### config.mk
export PLATFORM = sky130hd
export DESIGN_NAME = adder_result_acc
export DESIGN_NICKNAME = d
export VERILOG_FILES = /design/src/rtl/adder_result_acc.sv
export SDC_FILE = /design/constraint.sdc
export NUM_CORES = 1
export LEC_CHECK = 0
export CORE_MARGIN = 4
export CORE_UTILIZATION = 51
export DETAILED_ROUTE_END_ITERATION = 10
export PLACE_DENSITY = 0.86
export SYNTH_ARGS = -nofsm -noshare
export SYNTH_HDL_FRONTEND = slang
export SYNTH_SLANG_ARGS = --single-unit
### constraint.sdc
create_clock -name clk -period 2.48 [get_ports clk]
set_input_delay 0.372 -clock clk [delete_from_list [all_inputs] [get_ports clk]]
set_output_delay 0.372 -clock clk [all_outputs]
set_load 0.01 [all_outputs]
### src/rtl/adder_result_acc.sv
// Burst accumulator for the 4-bit adder result stream: sums BURST_LEN samples of {carry,sum}
// and presents the total with a sticky overflow flag on a held valid/ready output.
module adder_result_acc #(
  parameter int BURST_LEN = 16,
  parameter int ACC_W     = 8
) (
  input  logic             clk,
  input  logic             rst,
  input  logic [3:0]       in_data,
  input  logic             in_cy,
  input  logic             in_valid,
  output logic             in_ready,
  input  logic             clr,
  output logic [ACC_W-1:0] out_acc,
  output logic             out_ovf,
  output logic             out_valid,
  input  logic             out_ready,
  output logic             busy,
  output logic             dbg_state
);

  localparam int CNT_W = (BURST_LEN > 2) ? $clog2(BURST_LEN) : 1;
  localparam logic [CNT_W-1:0] CNT_LAST = CNT_W'(BURST_LEN - 1);

  typedef enum logic {
    ACCUM = 1'b0,
    HOLD  = 1'b1
  } state_t;

  state_t           state_q, state_d;
  logic [ACC_W-1:0] acc_q, acc_d;
  logic [CNT_W-1:0] cnt_q, cnt_d;
  logic             ovf_q, ovf_d;
  logic [ACC_W-1:0] out_acc_q, out_acc_d;
  logic             out_ovf_q, out_ovf_d;
  logic             out_valid_q, out_valid_d;

  logic             fire;
  logic [ACC_W:0]   sum;

  // Handshakes: a transfer happens on a rising edge where valid & ready are both high.
  // The producer holds data stable while valid is high and ready is low; in_ready depends
  // only on state, and out_valid/out_acc/out_ovf stay put until out_ready takes them.
  assign in_ready  = (state_q == ACCUM);
  assign fire      = in_valid & in_ready;
  assign sum       = {1'b0, acc_q} + {{(ACC_W - 4){1'b0}}, in_cy, in_data};

  assign out_acc   = out_acc_q;
  assign out_ovf   = out_ovf_q;
  assign out_valid = out_valid_q;
  assign busy      = (cnt_q != '0) | (state_q == HOLD);
  assign dbg_state = state_q;

  always_comb begin
    state_d     = state_q;
    acc_d       = acc_q;
    cnt_d       = cnt_q;
    ovf_d       = ovf_q;
    out_acc_d   = out_acc_q;
    out_ovf_d   = out_ovf_q;
    out_valid_d = out_valid_q;

    if (clr) begin
      // Abort discards any sample in this cycle and any pending result; last output kept.
      state_d     = ACCUM;
      acc_d       = '0;
      cnt_d       = '0;
      ovf_d       = 1'b0;
      out_valid_d = 1'b0;
    end else begin
      case (state_q)
        ACCUM: begin
          if (fire) begin
            if (cnt_q == CNT_LAST) begin
              out_acc_d   = sum[ACC_W-1:0];
              out_ovf_d   = ovf_q | sum[ACC_W];
              out_valid_d = 1'b1;
              state_d     = HOLD;
              acc_d       = '0;
              cnt_d       = '0;
              ovf_d       = 1'b0;
            end else begin
              acc_d = sum[ACC_W-1:0];
              ovf_d = ovf_q | sum[ACC_W];
              cnt_d = cnt_q + 1'b1;
            end
          end
        end
        HOLD: begin
          if (out_valid_q && out_ready) begin
            out_valid_d = 1'b0;
            state_d     = ACCUM;
          end
        end
        default: begin
          state_d = ACCUM;
        end
      endcase
    end
  end

  always_ff @(posedge clk) begin
    if (rst) begin
      state_q     <= ACCUM;
      acc_q       <= '0;
      cnt_q       <= '0;
      ovf_q       <= 1'b0;
      out_acc_q   <= '0;
      out_ovf_q   <= 1'b0;
      out_valid_q <= 1'b0;
    end else begin
      state_q     <= state_d;
      acc_q       <= acc_d;
      cnt_q       <= cnt_d;
      ovf_q       <= ovf_d;
      out_acc_q   <= out_acc_d;
      out_ovf_q   <= out_ovf_d;
      out_valid_q <= out_valid_d;
    end
  end

endmodule
==> run metrics, run 1 <==
Post-Syn Area=0.00124 mm²; CTS Sinks=24; final WL=2630 µm; # port buffers=22; static leakage power=0.579 nW; Synth Warn #=0; ANT cells=0; FMAX=474 MHz; setup TNS=0 ns; WS Path Type=input port to flop; Final Cycle Share=0.852; CP bufs+invs=2; postcts setup bufs=0; Top delay family on crit path=compound AO/OA/AOI/OAI gates; initial antenna violation count=0; #FFs+latches synth=24; Clock Path Buffers=2; CTS H-tree depth=1; Die W=57.2 µm; max-slew violations=0; clk_lat worst skew=0.30 ns; Site Rows=17; most frequent cell after synthesis=dfxtp_1; CTS tree=built; area growth from synthesis to layout=21.3%; DRC=0; Hold Crit Start=out_acc[5]; ranking of synthesized cells by area=dfxtp_1 (39%), a21oi_1 (7.3%), ha_1 (7.1%); Min-Delay Path Depth=2; via count=1,118; hold path endpoint=out_acc[5]; clock buffer count from CTS=3; routability cong.=0.888; Power Density=427 mW/mm²; final hold vios=0; Nets=192; Die Ht=57.2 µm; Core ar.=0.00225 mm²; GR Overflow Total=0; Die Area=0.00328 mm²; first-pass GRT wire length=4840 µm; Reg-to-Reg End=acc_q[6]; sequential fraction of the synthesis area=0.389; Synth Area per Inst=8.08 µm²; Tot GR Track Use=0.184; worst r2r src=acc_q[0]; R2R setup slack=0.55 ns; Peak VDD IR=0.335 mV; CP max stage cell=clkdlybuf4s50_1; CP Capture Type=flop; dominant cell type by area after synthesis=dfxtp_1; DR vias/cell=5.59; Design Power=0.641 mW; root buf cell=clkbuf_4; Worst R2R Path Depth=8; number of global-route vias before repair=1,159; crit-path cells=clkdlybuf4s50_1 > ha_1 > inv_1 > fa_1 > nor2b_1 > o31a_1 > o21ai_1 > o41ai_1 > a41o_1; number of flops mapped to enable cells by yosys=0; worst path required time=2.73 ns; Yosys cell types=38; commonest cells in the synthesized netlist=dfxtp_1 (24), nor2_1 (22), a21oi_1 (18), nand2_1 (17); number of instances in the placed design=197; Post-synth top flop=dfxtp_1; worst-margin pin slew=0.310 ns; I/O Pins=23; DP HPWL=2060 µm; routed len/inst=13.2 µm; Max-cap violations=0; min Tclk post-route=2.11 ns; DRT iter0 DRCs=31; fraction of layout cells with a size suffix above 1=0.0640; CTS resizes=0; Starting Density=0.548; crit path DAT=2.37 ns; clk slew on worst S/H paths=0.11 ns; Yosys top cell area share=0.389; critical path fanouts, max=3; fin cells=200; syn_nets=171; Post-DRT Antenna Nets=0; largest net degree at the start of global routing=16; Mapped Cells=153; worst hold path type=flop to flop; Hold Buf Count CTS=0; Worst setup SP type=input port; Worst Clk Skew=0.00382 ns; Setup Viol. Count Final=0; Worst slew margin=0.792; ys async rst share=0; outcome=complete, no violations; max incr delay on CP=0.47 ns; First-pass DRT Iterations=4; RSZ-0062 raised after global routing=false
==> per-stage QoR <==
stage | hold slack [ns] | setup slack (ns) | area (µm²) | utilization
finish | 0.469 | 0.368 | 1500 | 0.665
global route | 0.492 | 0.254 | 1500 | 0.665
CTS | 0.470 | 0.383 | 1500 | 0.665
detailed placement | 0.453 | 0.0574 | 1480 | 0.655
global placement | 0.440 | 0.131 | 1480 | 0.655
floorplan | 0.436 | 0.664 | 1240 | -
==> worst register-to-register path, cell delays in order (launching register included) <==
cell and delay, ns:
dfxtp_1 0.35, ha_1 0.18, inv_1 0.06, fa_1 0.39
nor2b_1 0.18, o31a_1 0.19, o21ai_1 0.12, o41ai_1 0.28
a41o_1 0.13
==> final cells by class <==
type | instances | area (µm²)
Clock buffer | 3 | 22.5
Fill cell | 203 | 756
Multi-Input combinational cell | 114 | 696
Sequential cell | 24 | 480
Timing Repair Buffer | 25 | 243
Tap cell | 28 | 35.0
Inverter | 6 | 22.5
==> placed cells by master (no fill, tap or decap) <==
cell type | Yosys | routed
a2111o_1 | 1 | 1
a211oi_1 | 5 | 5
a211oi_2 | 1 | 1
a21o_1 | 1 | 1
a21oi_1 | 18 | 18
a22oi_1 | 1 | 1
a311oi_1 | 1 | 1
a41o_1 | 1 | 1
and2_1 | 1 | 1
and2b_1 | 1 | 1
and3_1 | 2 | 2
and3_2 | 1 | 1
buf_4 | 0 | 3
clkbuf_4 | 0 | 3
clkdlybuf4s50_1 | 0 | 22
dfxtp_1 | 24 | 24
fa_1 | 1 | 1
ha_1 | 7 | 7
inv_1 | 6 | 6
nand2_1 | 17 | 17
nand2b_1 | 1 | 1
nand3_1 | 6 | 6
nand3_4 | 1 | 1
nor2_1 | 22 | 22
nor2_2 | 1 | 1
nor2b_1 | 1 | 1
nor3_1 | 7 | 7
o2111a_1 | 1 | 1
o21a_1 | 1 | 1
o21ai_0 | 2 | 2
o21ai_1 | 1 | 1
o31a_1 | 1 | 1
o31ai_1 | 1 | 1
o41ai_1 | 1 | 1
or2_2 | 1 | 1
or3_1 | 2 | 2
xnor2_1 | 1 | 1
xor2_1 | 4 | 4
==> metal layers <==
metal | vias up | part of all wire | global-route usage
met5 | - | 0 | 0
met4 | 0 | 0.015 | 0.0596
met3 | 7 | 0.052 | 0.0430
met2 | 39 | 0.48 | 0.321
met1 | 504 | 0.45 | 0.222
li1 | 568 | - | -
==> power breakdown <==
| part | switching (mW) | leakage (nW) | internal (mW) |
|---|---|---|---|
| clock | 0.106 | 0.0138 | 0.0567 |
| sequential | 0.00331 | 0.194 | 0.390 |
| combinational | 0.0458 | 0.371 | 0.0393 |
==> logic make-up (layout without fill, tap and decap cells) <==
kind of cell | after synthesis | after routing | synth area share
and+or+nand+nor | 64 | 64 | 0.243
AOI/OAI and AO/OA | 37 | 37 | 0.197
DFF | 24 | 24 | 0.389
buffers and inverters | 15 | 34 | 0.0486
adders and majority gates | 8 | 8 | 0.0870
xor gates and xnor gates | 5 | 5 | 0.0354
==> sequential cells by signal (all words and copies together), names as in the netlist <==
| signal | cells |
|---|---|
| acc_q | 8 |
| out_acc | 8 |
| cnt_q | 4 |
| dbg_state | 1 |
| out_ovf | 1 |
| out_valid | 1 |
| ovf_q | 1 |
==> how the worst max path moves through the flow <==
stage | startpoint | to | slack [ns] | cells past startpoint
floorplan | in_data[2] | out_acc[7] | 0.66 | 6
global placement | in_data[0] | out_acc[6] | 0.13 | 9
detailed placement | in_data[0] | acc_q[6] | 0.06 | 9
CTS | in_data[0] | acc_q[6] | 0.38 | 9
global route | in_data[0] | acc_q[6] | 0.25 | 9
finish | in_data[0] | acc_q[6] | 0.37 | 9
Note: power is estimated with default switching activity, not from simulation.
==> run 2, diff against run 1 <==
--- a/config.mk
+++ b/config.mk
@@ -5,10 +5,10 @@
 export SDC_FILE = /design/constraint.sdc
 export NUM_CORES = 1
 export LEC_CHECK = 0
-export CORE_MARGIN = 4
 export CORE_UTILIZATION = 51
 export DETAILED_ROUTE_END_ITERATION = 10
 export PLACE_DENSITY = 0.86
+export REMOVE_ABC_BUFFERS = 1
 export SYNTH_ARGS = -nofsm -noshare
 export SYNTH_HDL_FRONTEND = slang
 export SYNTH_SLANG_ARGS = --single-unit
==> run 2 against run 1 <==
Count of clock-buffer cells in the layout up 1. First-iteration DRC count is 3.2% lower. Highest routed layer unchanged. Sequential cell count did not move. Combinational power is 1% higher. Setup slack worse by 0.11 ns. Clock skew increased by 0.0074 ns. Non-clock buffer count stayed put. Sequential share of layout area down 0.29 points. Die area down 20%. Cell area grew 0.92%. Global-route usage grew 4.7 points. Hold slack worse by 0.0065 ns.
==> run metrics, run 2 (same netlist as run 1, synthesis figures left out) <==
worst-margin pin slew=0.389 ns (+0.0789 ns); setup TNS=0 ns (unchanged); multi-input combinational cell area=696 µm² (unchanged); Hold Buf Count CTS=0 (unchanged); CTS resizes=0 (unchanged); Die W=51.2 µm (-10%); Filler Cells Inserted=202 (-0.49%); CP Capture Type=flop; final hold vios=0 (unchanged); clock buffer count from CTS=3 (unchanged); fin cells=201 (+0.50%); I/O Pins=23 (unchanged); most frequent cells in the layout=dfxtp_1 (24), nor2_1 (22), clkdlybuf4s50_1 (22), a21oi_1 (18), nand2_1 (17); via count=1,123 (+0.45%); CTS tree=built; worst hold path type=flop to flop; commonest non-fill, non-tap cell in the layout=dfxtp_1; Post-DRT Antenna Nets=0 (unchanged); number of global-route vias before repair=1,057 (-8.8%); Peak VDD IR=0.417 mV (+25%); Worst slew margin=0.738 (-0.0547); Nets=192 (unchanged); DP HPWL=2050 µm (-0.36%); # port buffers=22 (unchanged); routed len/inst=13.6 µm (+3.7%); largest net degree at the start of global routing=16 (unchanged); DR vias/cell=5.59 (about the same); first-pass GRT wire length=4580 µm (-5.4%); Site Rows=17 (unchanged); flip-flop and latch area=480 µm² (unchanged); postcts setup bufs=0 (unchanged); root buf cell=clkbuf_4; Worst Clk Skew=0.0113 ns (+0.00745 ns); Setup Viol. Count Final=0 (unchanged); area growth from synthesis to layout=22.4%; fraction of layout cells with a size suffix above 1=0.0694 (+0.00541); min Tclk post-route=2.22 ns (+0.105 ns); Die Ht=51.2 µm (-10%); switching power=0.170 mW (+10%); outcome=complete, no violations; RSZ-0062 raised after global routing=false; Die Area=0.00263 mm² (-20%); critical path fanouts, max=3 (unchanged); Max-cap violations=0 (unchanged); Final Cycle Share=0.894 (+0.0425); Clock Path Buffers=2 (unchanged); GR Overflow Total=0 (unchanged); Core ar.=0.00225 mm² (unchanged); final WL=2740 µm (+4.2%); static leakage power=0.586 nW (+1.2%); First-pass DRT Iterations=4 (unchanged); Power Density=456 mW/mm² (+6.7%); clk slew on worst S/H paths=0.13 ns (+0.02 ns); WS Path Type=input port to flop; number of instances in the placed design=197 (unchanged); routability cong.=0.857 (-3.5%); worst path required time=2.75 ns (+0.02 ns); max-slew violations=0 (unchanged); DRT iter0 DRCs=30 (-3.2%); crit path DAT=2.48 ns (+0.11 ns); CTS H-tree depth=1 (unchanged); CTS Sinks=24 (unchanged); Clock power frac=0.305 (+0.052); FMAX=451 MHz (-4.8%); combinational share of power=0.125 (-0.008); ANT cells=0 (unchanged); clk_lat worst skew=0.32 ns (+0.02 ns); Starting Density=0.548 (unchanged); initial antenna violation count=0 (unchanged); Tot GR Track Use=0.231 (+0.0468); P_int=0.519 mW (+6.9%); DRC=0 (unchanged); Worst setup SP type=input port; sw frac=0.247 (+0.00568); sequential power share=0.570 (-0.044)
run 2: cell types whose count changed in the layout (fill, tap and decap cells not counted):
| cell | before | now |
|---|---|---|
| clkbuf_8 | 0 | 1 |
run 2: area by class of cell:
type | instances | area share
inverter | 6 | 0.0149
timing repair buffer | 25 | 0.160
sequential | 24 | 0.318
clock buffer | 4 | 0.0240
multi-input combinational | 114 | 0.460
tap | 28 | 0.0232
run 2: final timing paths:
| kind | start | end | slack, ns | cells after the start |
|---|---|---|---|---|
| min reg2reg | out_acc[4] | out_acc[4] | 0.46 | 2 |
| min | out_acc[4] | out_acc[4] | 0.46 | 2 |
| max reg2reg | acc_q[0] | acc_q[6] | 0.41 | 8 |
| max | in_data[0] | acc_q[6] | 0.26 | 9 |
run 2: per-stage QoR:
stage | util | worst slack (ns) | cell area [µm²] | hold slack [ns] | total power, mW
final | 0.671 | 0.263 | 1510 | 0.462 | 0.690
after global routing | 0.671 | 0.198 | 1510 | 0.486 | 0.713
after CTS | 0.671 | 0.336 | 1510 | 0.467 | 0.689
after detailed placement | 0.655 | 0.00760 | 1480 | 0.449 | 0.485
after global placement | 0.655 | 0.124 | 1480 | 0.439 | 0.482
after floorplan | - | 0.634 | 1200 | 0.436 | 0.449
run 2: power by group through the flow:
stage / Combinational, mW / Sequential, mW / Clock [mW]
after floorplan: 0.0485 / 0.401 / 0
after global placement: 0.0802 / 0.401 / 0
after detailed placement: 0.0838 / 0.402 / 0
after CTS: 0.0848 / 0.393 / 0.211
after global routing: 0.0942 / 0.394 / 0.225
final: 0.0861 / 0.393 / 0.210
run 2: layer usage:
metal	part of all wire	up-vias	GRT usage
li1	-	574	-
met1	0.44	507	0.279
met2	0.50	38	0.425
met3	0.054	4	0.0268
met4	0.011	0	0.0676
met5	0	-	0
run 2: worst max-delay path, cell delays in order:
cell	delay, ns
clkdlybuf4s50_1	0.46
ha_1	0.19
inv_1	0.07
fa_1	0.40
nor2b_1	0.18
o31a_1	0.19
o21ai_1	0.12
o41ai_1	0.37
a41o_1	0.13
